<file path="config.mk">
export PLATFORM = sky130hd
export DESIGN_NAME = des_decrypt_core_flat
export DESIGN_NICKNAME = d
export VERILOG_FILES = /design/src/rtl/des_pkg.sv /design/src/rtl/des_decrypt_core_if.sv /design/src/rtl/des_f.sv /design/src/rtl/des_sbox.sv /design/src/rtl/des_decrypt_core.sv /design/src/flat_wrapper.sv
export SDC_FILE = /design/constraint.sdc
export NUM_CORES = 1
export LEC_CHECK = 0
export ABC_AREA = 0
export BUFFER_PORTS_ARGS = -buffer_cell sky130_fd_sc_hd__buf_2
export CAP_MARGIN = 20
export CORE_ASPECT_RATIO = 1.2
export CORE_MARGIN = 2
export CORE_UTILIZATION = 46
export DETAILED_ROUTE_END_ITERATION = 7
export PLACE_DENSITY = 0.66
export SLEW_MARGIN = 40
export SYNTH_ARGS = -nofsm -noshare
export SYNTH_HDL_FRONTEND = slang
export SYNTH_HIERARCHICAL = 1
export SYNTH_SLANG_ARGS = --single-unit
export TNS_END_PERCENT = 50
</file>
<file path="constraint.sdc">
create_clock -name clk -period 4.3 [get_ports clk]
set_input_delay 0.43 -clock clk [delete_from_list [all_inputs] [get_ports clk]]
set_output_delay 0.43 -clock clk [all_outputs]
set_load 0.05 [all_outputs]
</file>
<file path="src/rtl/des_pkg.sv">
// Shared DES constants: FIPS 46-3 permutation tables, S-box contents, key
// rotation schedule, FSM state type and the helper functions built on them.
package des_pkg;

  typedef enum logic [1:0] {
    IDLE  = 2'd0,
    ROUND = 2'd1,
    DONE  = 2'd2
  } state_t;

  // Table entries are 1-based DES bit numbers; DES bit 1 is the MSB of each vector.
  localparam int unsigned IP_T [64] = '{
    58, 50, 42, 34, 26, 18, 10, 2, 60, 52, 44, 36, 28, 20, 12, 4,
    62, 54, 46, 38, 30, 22, 14, 6, 64, 56, 48, 40, 32, 24, 16, 8,
    57, 49, 41, 33, 25, 17,  9, 1, 59, 51, 43, 35, 27, 19, 11, 3,
    61, 53, 45, 37, 29, 21, 13, 5, 63, 55, 47, 39, 31, 23, 15, 7};

  localparam int unsigned FP_T [64] = '{
    40, 8, 48, 16, 56, 24, 64, 32, 39, 7, 47, 15, 55, 23, 63, 31,
    38, 6, 46, 14, 54, 22, 62, 30, 37, 5, 45, 13, 53, 21, 61, 29,
    36, 4, 44, 12, 52, 20, 60, 28, 35, 3, 43, 11, 51, 19, 59, 27,
    34, 2, 42, 10, 50, 18, 58, 26, 33, 1, 41,  9, 49, 17, 57, 25};

  localparam int unsigned E_T [48] = '{
    32,  1,  2,  3,  4,  5,  4,  5,  6,  7,  8,  9,
     8,  9, 10, 11, 12, 13, 12, 13, 14, 15, 16, 17,
    16, 17, 18, 19, 20, 21, 20, 21, 22, 23, 24, 25,
    24, 25, 26, 27, 28, 29, 28, 29, 30, 31, 32,  1};

  localparam int unsigned P_T [32] = '{
    16,  7, 20, 21, 29, 12, 28, 17,  1, 15, 23, 26,  5, 18, 31, 10,
     2,  8, 24, 14, 32, 27,  3,  9, 19, 13, 30,  6, 22, 11,  4, 25};

  localparam int unsigned PC1_T [56] = '{
    57, 49, 41, 33, 25, 17,  9,  1, 58, 50, 42, 34, 26, 18,
    10,  2, 59, 51, 43, 35, 27, 19, 11,  3, 60, 52, 44, 36,
    63, 55, 47, 39, 31, 23, 15,  7, 62, 54, 46, 38, 30, 22,
    14,  6, 61, 53, 45, 37, 29, 21, 13,  5, 28, 20, 12,  4};

  localparam int unsigned PC2_T [48] = '{
    14, 17, 11, 24,  1,  5,  3, 28, 15,  6, 21, 10,
    23, 19, 12,  4, 26,  8, 16,  7, 27, 20, 13,  2,
    41, 52, 31, 37, 47, 55, 30, 40, 51, 45, 33, 48,
    44, 49, 39, 56, 34, 53, 46, 42, 50, 36, 29, 32};

  localparam int unsigned SHIFT_T [16] = '{1, 1, 2, 2, 2, 2, 2, 2, 1, 2, 2, 2, 2, 2, 2, 1};

  // Row-major: index = {b1, b6, b2..b5} of the 6-bit S-box input.
  localparam logic [3:0] SBOX_T [8][64] = '{
    '{14, 4, 13, 1, 2, 15, 11, 8, 3, 10, 6, 12, 5, 9, 0, 7,   0, 15, 7, 4, 14, 2, 13, 1, 10, 6, 12, 11, 9, 5, 3, 8,
      4, 1, 14, 8, 13, 6, 2, 11, 15, 12, 9, 7, 3, 10, 5, 0,   15, 12, 8, 2, 4, 9, 1, 7, 5, 11, 3, 14, 10, 0, 6, 13},
    '{15, 1, 8, 14, 6, 11, 3, 4, 9, 7, 2, 13, 12, 0, 5, 10,   3, 13, 4, 7, 15, 2, 8, 14, 12, 0, 1, 10, 6, 9, 11, 5,
      0, 14, 7, 11, 10, 4, 13, 1, 5, 8, 12, 6, 9, 3, 2, 15,   13, 8, 10, 1, 3, 15, 4, 2, 11, 6, 7, 12, 0, 5, 14, 9},
    '{10, 0, 9, 14, 6, 3, 15, 5, 1, 13, 12, 7, 11, 4, 2, 8,   13, 7, 0, 9, 3, 4, 6, 10, 2, 8, 5, 14, 12, 11, 15, 1,
      13, 6, 4, 9, 8, 15, 3, 0, 11, 1, 2, 12, 5, 10, 14, 7,   1, 10, 13, 0, 6, 9, 8, 7, 4, 15, 14, 3, 11, 5, 2, 12},
    '{7, 13, 14, 3, 0, 6, 9, 10, 1, 2, 8, 5, 11, 12, 4, 15,   13, 8, 11, 5, 6, 15, 0, 3, 4, 7, 2, 12, 1, 10, 14, 9,
      10, 6, 9, 0, 12, 11, 7, 13, 15, 1, 3, 14, 5, 2, 8, 4,   3, 15, 0, 6, 10, 1, 13, 8, 9, 4, 5, 11, 12, 7, 2, 14},
    '{2, 12, 4, 1, 7, 10, 11, 6, 8, 5, 3, 15, 13, 0, 14, 9,   14, 11, 2, 12, 4, 7, 13, 1, 5, 0, 15, 10, 3, 9, 8, 6,
      4, 2, 1, 11, 10, 13, 7, 8, 15, 9, 12, 5, 6, 3, 0, 14,   11, 8, 12, 7, 1, 14, 2, 13, 6, 15, 0, 9, 10, 4, 5, 3},
    '{12, 1, 10, 15, 9, 2, 6, 8, 0, 13, 3, 4, 14, 7, 5, 11,   10, 15, 4, 2, 7, 12, 9, 5, 6, 1, 13, 14, 0, 11, 3, 8,
      9, 14, 15, 5, 2, 8, 12, 3, 7, 0, 4, 10, 1, 13, 11, 6,   4, 3, 2, 12, 9, 5, 15, 10, 11, 14, 1, 7, 6, 0, 8, 13},
    '{4, 11, 2, 14, 15, 0, 8, 13, 3, 12, 9, 7, 5, 10, 6, 1,   13, 0, 11, 7, 4, 9, 1, 10, 14, 3, 5, 12, 2, 15, 8, 6,
      1, 4, 11, 13, 12, 3, 7, 14, 10, 15, 6, 8, 0, 5, 9, 2,   6, 11, 13, 8, 1, 4, 10, 7, 9, 5, 0, 15, 14, 2, 3, 12},
    '{13, 2, 8, 4, 6, 15, 11, 1, 10, 9, 3, 14, 5, 0, 12, 7,   1, 15, 13, 8, 10, 3, 7, 4, 12, 5, 6, 11, 0, 14, 9, 2,
      7, 11, 4, 1, 9, 12, 14, 2, 0, 6, 10, 13, 15, 3, 5, 8,   2, 1, 14, 7, 4, 10, 8, 13, 15, 12, 9, 0, 3, 5, 6, 11}
  };

  function automatic logic [63:0] ip_perm(input logic [63:0] x);
    logic [63:0] y;
    y = '0;
    for (int unsigned i = 0; i < 64; i++) y[6'(63 - i)] = x[6'(64 - IP_T[i])];
    return y;
  endfunction

  function automatic logic [63:0] fp_perm(input logic [63:0] x);
    logic [63:0] y;
    y = '0;
    for (int unsigned i = 0; i < 64; i++) y[6'(63 - i)] = x[6'(64 - FP_T[i])];
    return y;
  endfunction

  function automatic logic [47:0] e_expand(input logic [31:0] x);
    logic [47:0] y;
    y = '0;
    for (int unsigned i = 0; i < 48; i++) y[6'(47 - i)] = x[5'(32 - E_T[i])];
    return y;
  endfunction

  function automatic logic [31:0] p_perm(input logic [31:0] x);
    logic [31:0] y;
    y = '0;
    for (int unsigned i = 0; i < 32; i++) y[5'(31 - i)] = x[5'(32 - P_T[i])];
    return y;
  endfunction

  function automatic logic [55:0] pc1_perm(input logic [63:0] x);
    logic [55:0] y;
    y = '0;
    for (int unsigned i = 0; i < 56; i++) y[6'(55 - i)] = x[6'(64 - PC1_T[i])];
    return y;
  endfunction

  function automatic logic [47:0] pc2_perm(input logic [55:0] x);
    logic [47:0] y;
    y = '0;
    for (int unsigned i = 0; i < 48; i++) y[6'(47 - i)] = x[6'(56 - PC2_T[i])];
    return y;
  endfunction

  function automatic logic [27:0] rotl28(input logic [27:0] x, input logic by2);
    return by2 ? {x[25:0], x[27:26]} : {x[26:0], x[27]};
  endfunction

  function automatic logic [27:0] rotr28(input logic [27:0] x, input logic by2);
    return by2 ? {x[1:0], x[27:2]} : {x[0], x[27:1]};
  endfunction

endpackage

</file>
<file path="src/rtl/des_decrypt_core_if.sv">
// Block transfer interface: ciphertext/key in, plaintext out, each side valid/ready.
interface des_decrypt_core_if;
  logic        in_valid;
  logic        in_ready;
  logic [63:0] ciphertext;
  logic [63:0] key;
  logic        mode;
  logic        out_valid;
  logic        out_ready;
  logic [63:0] plaintext;
  logic        busy;

  modport slave (
    input  in_valid, ciphertext, key, mode, out_ready,
    output in_ready, out_valid, plaintext, busy
  );

  modport master (
    output in_valid, ciphertext, key, mode, out_ready,
    input  in_ready, out_valid, plaintext, busy
  );
endinterface

</file>
<file path="src/rtl/des_f.sv">
// DES round function f(R,K) = P(S(E(R) ^ K)); purely combinational.
module des_f
  import des_pkg::*;
(
  input  logic [31:0] r,
  input  logic [47:0] subkey,
  output logic [31:0] f_out
);
  logic [47:0] x;
  logic [31:0] s_out;

  assign x = e_expand(r) ^ subkey;

  SBox1 u_s1 (.din(x[47:42]), .dout(s_out[31:28]));
  SBox2 u_s2 (.din(x[41:36]), .dout(s_out[27:24]));
  SBox3 u_s3 (.din(x[35:30]), .dout(s_out[23:20]));
  SBox4 u_s4 (.din(x[29:24]), .dout(s_out[19:16]));
  SBox5 u_s5 (.din(x[23:18]), .dout(s_out[15:12]));
  SBox6 u_s6 (.din(x[17:12]), .dout(s_out[11:8]));
  SBox7 u_s7 (.din(x[11:6]),  .dout(s_out[7:4]));
  SBox8 u_s8 (.din(x[5:0]),   .dout(s_out[3:0]));

  assign f_out = p_perm(s_out);
endmodule

</file>
<file path="src/rtl/des_sbox.sv">
// DES substitution boxes S1..S8: 6-bit input, 4-bit output, contents from des_pkg.
module SBox1 import des_pkg::*; (input logic [5:0] din, output logic [3:0] dout);
  assign dout = SBOX_T[0][{din[5], din[0], din[4:1]}];
endmodule

module SBox2 import des_pkg::*; (input logic [5:0] din, output logic [3:0] dout);
  assign dout = SBOX_T[1][{din[5], din[0], din[4:1]}];
endmodule

module SBox3 import des_pkg::*; (input logic [5:0] din, output logic [3:0] dout);
  assign dout = SBOX_T[2][{din[5], din[0], din[4:1]}];
endmodule

module SBox4 import des_pkg::*; (input logic [5:0] din, output logic [3:0] dout);
  assign dout = SBOX_T[3][{din[5], din[0], din[4:1]}];
endmodule

module SBox5 import des_pkg::*; (input logic [5:0] din, output logic [3:0] dout);
  assign dout = SBOX_T[4][{din[5], din[0], din[4:1]}];
endmodule

module SBox6 import des_pkg::*; (input logic [5:0] din, output logic [3:0] dout);
  assign dout = SBOX_T[5][{din[5], din[0], din[4:1]}];
endmodule

module SBox7 import des_pkg::*; (input logic [5:0] din, output logic [3:0] dout);
  assign dout = SBOX_T[6][{din[5], din[0], din[4:1]}];
endmodule

module SBox8 import des_pkg::*; (input logic [5:0] din, output logic [3:0] dout);
  assign dout = SBOX_T[7][{din[5], din[0], din[4:1]}];
endmodule

</file>
<file path="src/rtl/des_decrypt_core.sv">
// Iterative DES core: one Feistel round per clock, subkeys derived on the fly
// from C/D (right rotations for decrypt, optional left rotations for encrypt).
module des_decrypt_core
  import des_pkg::*;
#(
  parameter int unsigned ENC_SUPPORT = 0,
  parameter int unsigned CLEAR_KEY   = 1
) (
  input logic              clk,
  input logic              rst_n,
  des_decrypt_core_if.slave bus
);
  state_t      state, state_nxt;
  logic [3:0]  rnd;
  logic [31:0] l_q, r_q;
  logic [27:0] c_q, d_q;
  logic        enc_q;
  logic [63:0] pt_q;

  logic        in_ready_c, out_valid_c, busy_c;
  logic        accept, last_round;
  logic [27:0] c_use, d_use, c_rot, d_rot;
  logic [47:0] subkey;
  logic [31:0] f_out, r_new;

  always_ff @(posedge clk or negedge rst_n) begin
    if (!rst_n) state <= IDLE;
    else        state <= state_nxt;
  end

  always_comb begin
    state_nxt   = state;
    in_ready_c  = 1'b0;
    out_valid_c = 1'b0;
    busy_c      = 1'b0;
    case (state)
      IDLE: begin
        in_ready_c = 1'b1;
        if (bus.in_valid) state_nxt = ROUND;
      end
      ROUND: begin
        busy_c = 1'b1;
        if (rnd == 4'd15) state_nxt = DONE;
      end
      DONE: begin
        out_valid_c = 1'b1;
        if (bus.out_ready) state_nxt = IDLE;
      end
      default: state_nxt = IDLE;
    endcase
  end

  assign accept     = (state == IDLE) && bus.in_valid;
  assign last_round = (state == ROUND) && (rnd == 4'd15);

  // Encrypt rotates before use (subkey sees the rotated value); decrypt uses
  // C/D as-is and rotates right afterwards, walking the schedule backwards.
  always_comb begin
    if (enc_q) begin
      c_use = rotl28(c_q, SHIFT_T[rnd] == 32'd2);
      d_use = rotl28(d_q, SHIFT_T[rnd] == 32'd2);
      c_rot = c_use;
      d_rot = d_use;
    end else begin
      c_use = c_q;
      d_use = d_q;
      c_rot = rotr28(c_q, SHIFT_T[~rnd] == 32'd2);
      d_rot = rotr28(d_q, SHIFT_T[~rnd] == 32'd2);
    end
  end

  assign subkey = pc2_perm({c_use, d_use});

  des_f u_f (
    .r      (r_q),
    .subkey (subkey),
    .f_out  (f_out)
  );

  assign r_new = l_q ^ f_out;

  always_ff @(posedge clk or negedge rst_n) begin
    if (!rst_n) begin
      l_q   <= '0;
      r_q   <= '0;
      c_q   <= '0;
      d_q   <= '0;
      rnd   <= '0;
      enc_q <= 1'b0;
      pt_q  <= '0;
    end else if (accept) begin
      {l_q, r_q} <= ip_perm(bus.ciphertext);
      {c_q, d_q} <= pc1_perm(bus.key);
      rnd        <= '0;
      enc_q      <= (ENC_SUPPORT != 0) && bus.mode;
    end else if (state == ROUND) begin
      l_q <= r_q;
      r_q <= r_new;
      rnd <= rnd + 4'd1;
      if (last_round && (CLEAR_KEY != 0)) begin
        c_q <= '0;
        d_q <= '0;
      end else begin
        c_q <= c_rot;
        d_q <= d_rot;
      end
      // Result is taken from the round-16 next values, with the final L/R swap.
      if (last_round) pt_q <= fp_perm({r_new, r_q});
    end
  end

  assign bus.in_ready  = in_ready_c;
  assign bus.out_valid = out_valid_c;
  assign bus.busy      = busy_c;
  assign bus.plaintext = pt_q;

`ifndef SYNTHESIS
  logic [55:0] cd_init;

  always_ff @(posedge clk or negedge rst_n) begin
    if (!rst_n)      cd_init <= '0;
    else if (accept) cd_init <= pc1_perm(bus.key);
  end

  // Decrypt rotations total 28 per half, so C/D must land back on PC1(key).
  always_ff @(posedge clk) begin
    if (rst_n && last_round && !enc_q)
      assert ({c_rot, d_rot} == cd_init)
        else $error("key schedule did not return to its PC1 value");
  end
`endif
endmodule
</file>
<file path="src/flat_wrapper.sv">
// flat-port wrapper written by rule: the top's interface ports become plain ports
module des_decrypt_core_flat import des_pkg::*;
#(
  parameter int unsigned ENC_SUPPORT = 0,
  parameter int unsigned CLEAR_KEY   = 1
)
  (clk, rst_n, bus_in_valid, bus_ciphertext, bus_key, bus_mode, bus_out_ready, bus_in_ready, bus_out_valid, bus_plaintext, bus_busy);
  des_decrypt_core_if bus_i ();
  input logic clk;
  input logic rst_n;
  input wire logic [$bits(bus_i.in_valid)-1:0] bus_in_valid;
  input wire logic [$bits(bus_i.ciphertext)-1:0] bus_ciphertext;
  input wire logic [$bits(bus_i.key)-1:0] bus_key;
  input wire logic [$bits(bus_i.mode)-1:0] bus_mode;
  input wire logic [$bits(bus_i.out_ready)-1:0] bus_out_ready;
  output wire logic [$bits(bus_i.in_ready)-1:0] bus_in_ready;
  output wire logic [$bits(bus_i.out_valid)-1:0] bus_out_valid;
  output wire logic [$bits(bus_i.plaintext)-1:0] bus_plaintext;
  output wire logic [$bits(bus_i.busy)-1:0] bus_busy;
  assign bus_i.in_valid = bus_in_valid;
  assign bus_i.ciphertext = bus_ciphertext;
  assign bus_i.key = bus_key;
  assign bus_i.mode = bus_mode;
  assign bus_i.out_ready = bus_out_ready;
  assign bus_in_ready = bus_i.in_ready;
  assign bus_out_valid = bus_i.out_valid;
  assign bus_plaintext = bus_i.plaintext;
  assign bus_busy = bus_i.busy;
  des_decrypt_core #(.ENC_SUPPORT(ENC_SUPPORT), .CLEAR_KEY(CLEAR_KEY)) u_core (.clk(clk), .rst_n(rst_n), .bus(bus_i));
endmodule
</file>
==> impl_table.tex <==
\begin{tabular}{lr}
\hline
Metric & Value \\
\hline
\multicolumn{2}{l}{\textbf{Clock network}} \\
\quad Clock-pin slew on the worst setup and hold paths & 80 ps \\
\quad Clock root buffer master & sky130\_fd\_sc\_hd\_\_clkbuf\_16 \\
\quad Clock sink count & 190 \\
\quad Clock latency on the worst-skew pair & 470 ps \\
\quad Post-cts repair resize count & 0 \\
\quad Number of levels the H-tree was split into & 4 \\
\quad TritonCTS buffer count & 17 \\
\quad TritonCTS clock tree & built \\
\quad Buffers from clock root to sink, at most & 2 \\
\multicolumn{2}{l}{\textbf{Timing}} \\
\quad Min cycle time layout & around 3400 ps \\
\quad Setup violations, final & 0 \\
\quad Fin. Hold Viols & 0 \\
\quad Relative slew margins & 41.6\% \\
\quad Maximum achievable frequency & 0.296 GHz \\
\quad Transition time at the pin with the least slew margin & 877 ps \\
\quad Fraction of the cycle the final worst path needs & 78.5\% \\
\quad Final count of pins violating max slew & 0 \\
\quad Worst Skew & 15.9 ps \\
\quad Final setup TNS & 0 ps \\
\quad RSZ-0062 raised after global routing & no \\
\multicolumn{2}{l}{\textbf{Finish}} \\
\quad Final instance count without filler cells & 2,239 \\
\quad Proportion of layout cells with a drive suffix above 1 & 20.7\% \\
\quad Commonest non-fill, non-tap cells in the layout & sky130\_fd\_sc\_hd\_\_buf\_2 (189), sky130\_fd\_sc\_hd\_\_dfrtp\_1 (188), sky130\_fd\_sc\_hd\_\_a21oi\_1 (181), sky130\_fd\_sc\_hd\_\_nor2b\_1 (109), sky130\_fd\_sc\_hd\_\_nor2\_1 (108) \\
\quad Commonest non-fill, non-tap cell in the layout & sky130\_fd\_sc\_hd\_\_buf\_2 \\
\quad Area occupied by multi-input gates & 9460 um2 \\
\quad Reg area & 4760 um2 \\
\quad Number of nets at the end of the flow & just over 2,000 \\
\quad Fill cells & between 3,000 and 4,000 \\
\quad Diode insertion count for antenna repair & 0 \\
\quad Layout overhead on the synthesized area & 11.7\% \\
\multicolumn{2}{l}{\textbf{Synthesis}} \\
\quad Number of flip-flops and latches in the synthesized netlist & 190 \\
\quad Share of the synthesized area in compound gates (AO/OA/AOI/OAI) & 24.0\% \\
\quad Adder-cell share of the synthesized area & about 5.5\% \\
\quad Count of yosys warnings during synthesis & 6 \\
\quad Combined area of all synthesized cells & 15,200 um2 \\
\quad Fraction of registers with async set or reset after synthesis & 100\% \\
\quad Portion of netlist area occupied by mux cells & about an eighth \\
\quad Seq/Total Area, Yosys & 31.4\% \\
\quad Dominant combinational cell family by area after synthesis & compound AO/OA/AOI/OAI gates \\
\quad Cells after Synth & 1,700 \\
\quad Simple-gate portion of the synthesized area & 13.9\% \\
\quad Most used flip-flop cell after synthesis & sky130\_fd\_sc\_hd\_\_dfrtp\_1 \\
\quad Parity-gate share of the synthesized area counting xor and xnor cells & 6.01\% \\
\quad Number of different library cells in the post-synthesis netlist & 91 \\
\quad Mean cell area of the mapped netlist & 8.92 um2 \\
\quad EDFF count, synth & 0 \\
\quad Net count of the mapped netlist & 1,900 \\
\multicolumn{2}{l}{\textbf{Routing}} \\
\quad Initial drt markers & 1,048 \\
\quad Wire length reported by the detailed router & 45,300 um \\
\quad Total number of vias & between 10,000 and 15,000 \\
\quad Remaining DRCs & 0 \\
\quad Detail-routed via count per cell & 6.00 \\
\quad Post-route antenna net violation count & 0 \\
\quad Routed wire length per instance & 20.2 um \\
\quad Router iterations before antenna repair & 5 \\
\multicolumn{2}{l}{\textbf{Global route}} \\
\quad First-pass GRT wire length & approximately 71,000 um \\
\quad Antenna violations before repair & 0 \\
\quad Overall track demand over capacity in global routing & 26.4\% \\
\quad Number of global-route vias before repair & approximately 13,000 \\
\quad Maximum number of pins on one net before global-route repair & 115 \\
\quad Overflow after GRT & 0 \\
\multicolumn{2}{l}{\textbf{Floorplan}} \\
\quad Number of placement rows & 72 \\
\quad Floorplan die area & 34,400 um2 \\
\quad Starting density of the core & 46.9\% \\
\quad I/O pins & 200 \\
\quad Width of the chip & about 170 um \\
\quad Overall die height & 203 um \\
\quad Core Footprint & 32,300 um2 \\
\multicolumn{2}{l}{\textbf{Status}} \\
\quad Status & completed \\
\multicolumn{2}{l}{\textbf{Min path}} \\
\quad Worst min-delay path category & input port to flip-flop \\
\quad Worst Hold End & u\_core/r\_q[15] \\
\quad Hold Crit Start & bus\_ciphertext[3] \\
\quad Worst Hold Depth & 3 \\
\multicolumn{2}{l}{\textbf{Setup path}} \\
\quad Worst-path maximum fanout & 9 \\
\quad Beginning of the worst register-to-register path & u\_core/c\_q[8] \\
\quad CP Data Required Time & 4640 ps \\
\quad Worst reg2reg path depth & 11 \\
\quad Setup slack on the worst flop-to-flop path & a little over 900 ps \\
\quad Worst Setup Start Kind & flip-flop \\
\quad Crit path arrival time & 3710 ps \\
\quad Critical Path End Type & flip-flop \\
\quad Category of the critical setup timing path & flip-flop to flip-flop \\
\quad FF-to-FF End & u\_core/r\_q[31] \\
\multicolumn{2}{l}{\textbf{Placement}} \\
\quad Quantity of I/O buffers inserted on ports & 190 \\
\quad Detail Placement HPWL & 31,800 um \\
\quad Cells after DPL & 2,205 \\
\quad Last weighted congestion value of the routability-driven placer & 0.944 \\
\multicolumn{2}{l}{\textbf{Run}} \\
\quad Number of max-cap violations & 0 \\
\hline
\end{tabular}
==> logic make-up after synthesis <==
family          after synthesis
simple gates                415
flops                       190
xor+xnor                    104
buf+inv                     201
mux                         152
fa+ha+maj                    67
compound gates              571
==> critical path, stage by stage (launching register included) <==
cell and delay (ps):
sky130_fd_sc_hd__dfrtp_1 490, sky130_fd_sc_hd__xor2_1 510, sky130_fd_sc_hd__inv_1 260, sky130_fd_sc_hd__ha_1 470, sky130_fd_sc_hd__nand2b_1 200, sky130_fd_sc_hd__a21boi_1 150
sky130_fd_sc_hd__mux4_2 480, sky130_fd_sc_hd__a21boi_1 240, sky130_fd_sc_hd__xnor2_1 170, sky130_fd_sc_hd__nor2_1 60, sky130_fd_sc_hd__a21oi_1 120, sky130_fd_sc_hd__o21ai_0 90
==> cells in the mapped netlist, types with 5 or more instances <==
cell type	count	area share, %
sky130_fd_sc_hd__xor2_1	63	3.6
sky130_fd_sc_hd__nor2b_1	110	4.5
sky130_fd_sc_hd__inv_2	9	0.22
sky130_fd_sc_hd__a21o_1	8	0.40
sky130_fd_sc_hd__xnor2_1	41	2.4
sky130_fd_sc_hd__mux4_2	15	2.2
sky130_fd_sc_hd__o311ai_1	5	0.29
sky130_fd_sc_hd__a2bb2oi_1	56	3.2
sky130_fd_sc_hd__buf_6	15	1.1
sky130_fd_sc_hd__o21ai_0	103	3.4
sky130_fd_sc_hd__o221ai_1	9	0.52
sky130_fd_sc_hd__nand3b_1	6	0.30
sky130_fd_sc_hd__buf_2	55	1.8
sky130_fd_sc_hd__mux2_2	40	3.0
sky130_fd_sc_hd__and2_1	6	0.25
sky130_fd_sc_hd__inv_1	43	1.1
sky130_fd_sc_hd__a211oi_1	14	0.69
sky130_fd_sc_hd__a22oi_1	35	1.7
sky130_fd_sc_hd__a21oi_1	181	6.0
sky130_fd_sc_hd__mux2i_1	91	6.0
sky130_fd_sc_hd__o31ai_1	6	0.30
sky130_fd_sc_hd__o21ai_1	60	2.0
sky130_fd_sc_hd__nand2_1	88	2.2
sky130_fd_sc_hd__nor3_1	21	0.69
sky130_fd_sc_hd__nor2_1	109	2.7
sky130_fd_sc_hd__o211ai_1	15	0.74
sky130_fd_sc_hd__a31oi_1	8	0.33
sky130_fd_sc_hd__nand3_1	14	0.46
sky130_fd_sc_hd__nor3b_1	9	0.45
sky130_fd_sc_hd__clkbuf_1	49	1.2
sky130_fd_sc_hd__a2111oi_0	6	0.35
sky130_fd_sc_hd__buf_4	13	0.64
sky130_fd_sc_hd__ha_1	67	5.5
sky130_fd_sc_hd__buf_1	8	0.20
sky130_fd_sc_hd__nand2b_1	28	1.2
sky130_fd_sc_hd__dfrtp_1	190	31
==> repair_timing <==
action	in CTS	in global routing
hold buffers	1	0
hold endpoints to repair	47	0
buffers inserted	0	0
==> per-stage QoR <==
step / setup WS, ps / cell area [um2] / util, % / hold slack, ps
after floorplan: 1260 / 15200 / - / 134
after global placement: 984 / 16300 / 50.3 / 485
after detailed placement: 896 / 16300 / 50.5 / 482
after CTS: 895 / 16900 / 52.2 / 146
after global routing: 602 / 16900 / 52.3 / 179
final: 925 / 16900 / 52.3 / 166
==> metal layers <==
layer | GRT usage [%] | wire length, um | vias to the layer above
li1 | - | - | 6305
met1 | 38.0 | 20300 | 6551
met2 | 39.5 | 20500 | 519
met3 | 4.09 | 2980 | 65
met4 | 10.9 | 1590 | 0
met5 | 0 | 0 | -
==> layout make-up <==
class,count,area share (%)
Clock buffer,18,2.54
Clock inverter,14,0.717
Inverter,54,1.21
Multi-Input combinational cell,1309,55.9
Sequential cell,190,28.1
Tap cell,407,3.01
Timing Repair Buffer,247,8.55
==> worst max-delay path by stage <==
stage | from | to | slack, ps | cells after the start
after floorplan | u_core/d_q[23] | u_core/r_q[21] | 1260 | 12
after global placement | u_core/c_q[8] | u_core/r_q[22] | 980 | 11
after detailed placement | u_core/r_q[29] | u_core/r_q[9] | 900 | 11
after CTS | u_core/c_q[4] | u_core/r_q[9] | 900 | 11
after global routing | u_core/c_q[8] | u_core/r_q[22] | 600 | 11
final | u_core/c_q[8] | u_core/r_q[31] | 920 | 11
==> flip-flops by register name, indices dropped and copies added, names as in the netlist <==
| signal | count |
|---|---|
| u_core/c_q | 28 |
| u_core/rnd | 4 |
| u_core/l_q | 32 |
| u_core/bus.plaintext | 64 |
| u_core/r_q | 32 |
| u_core/state | 2 |
| u_core/d_q | 28 |
Power is left out: the tool's default activity adds up to more than one toggle a clock period on the data nets, which glitch-free logic cannot reach.
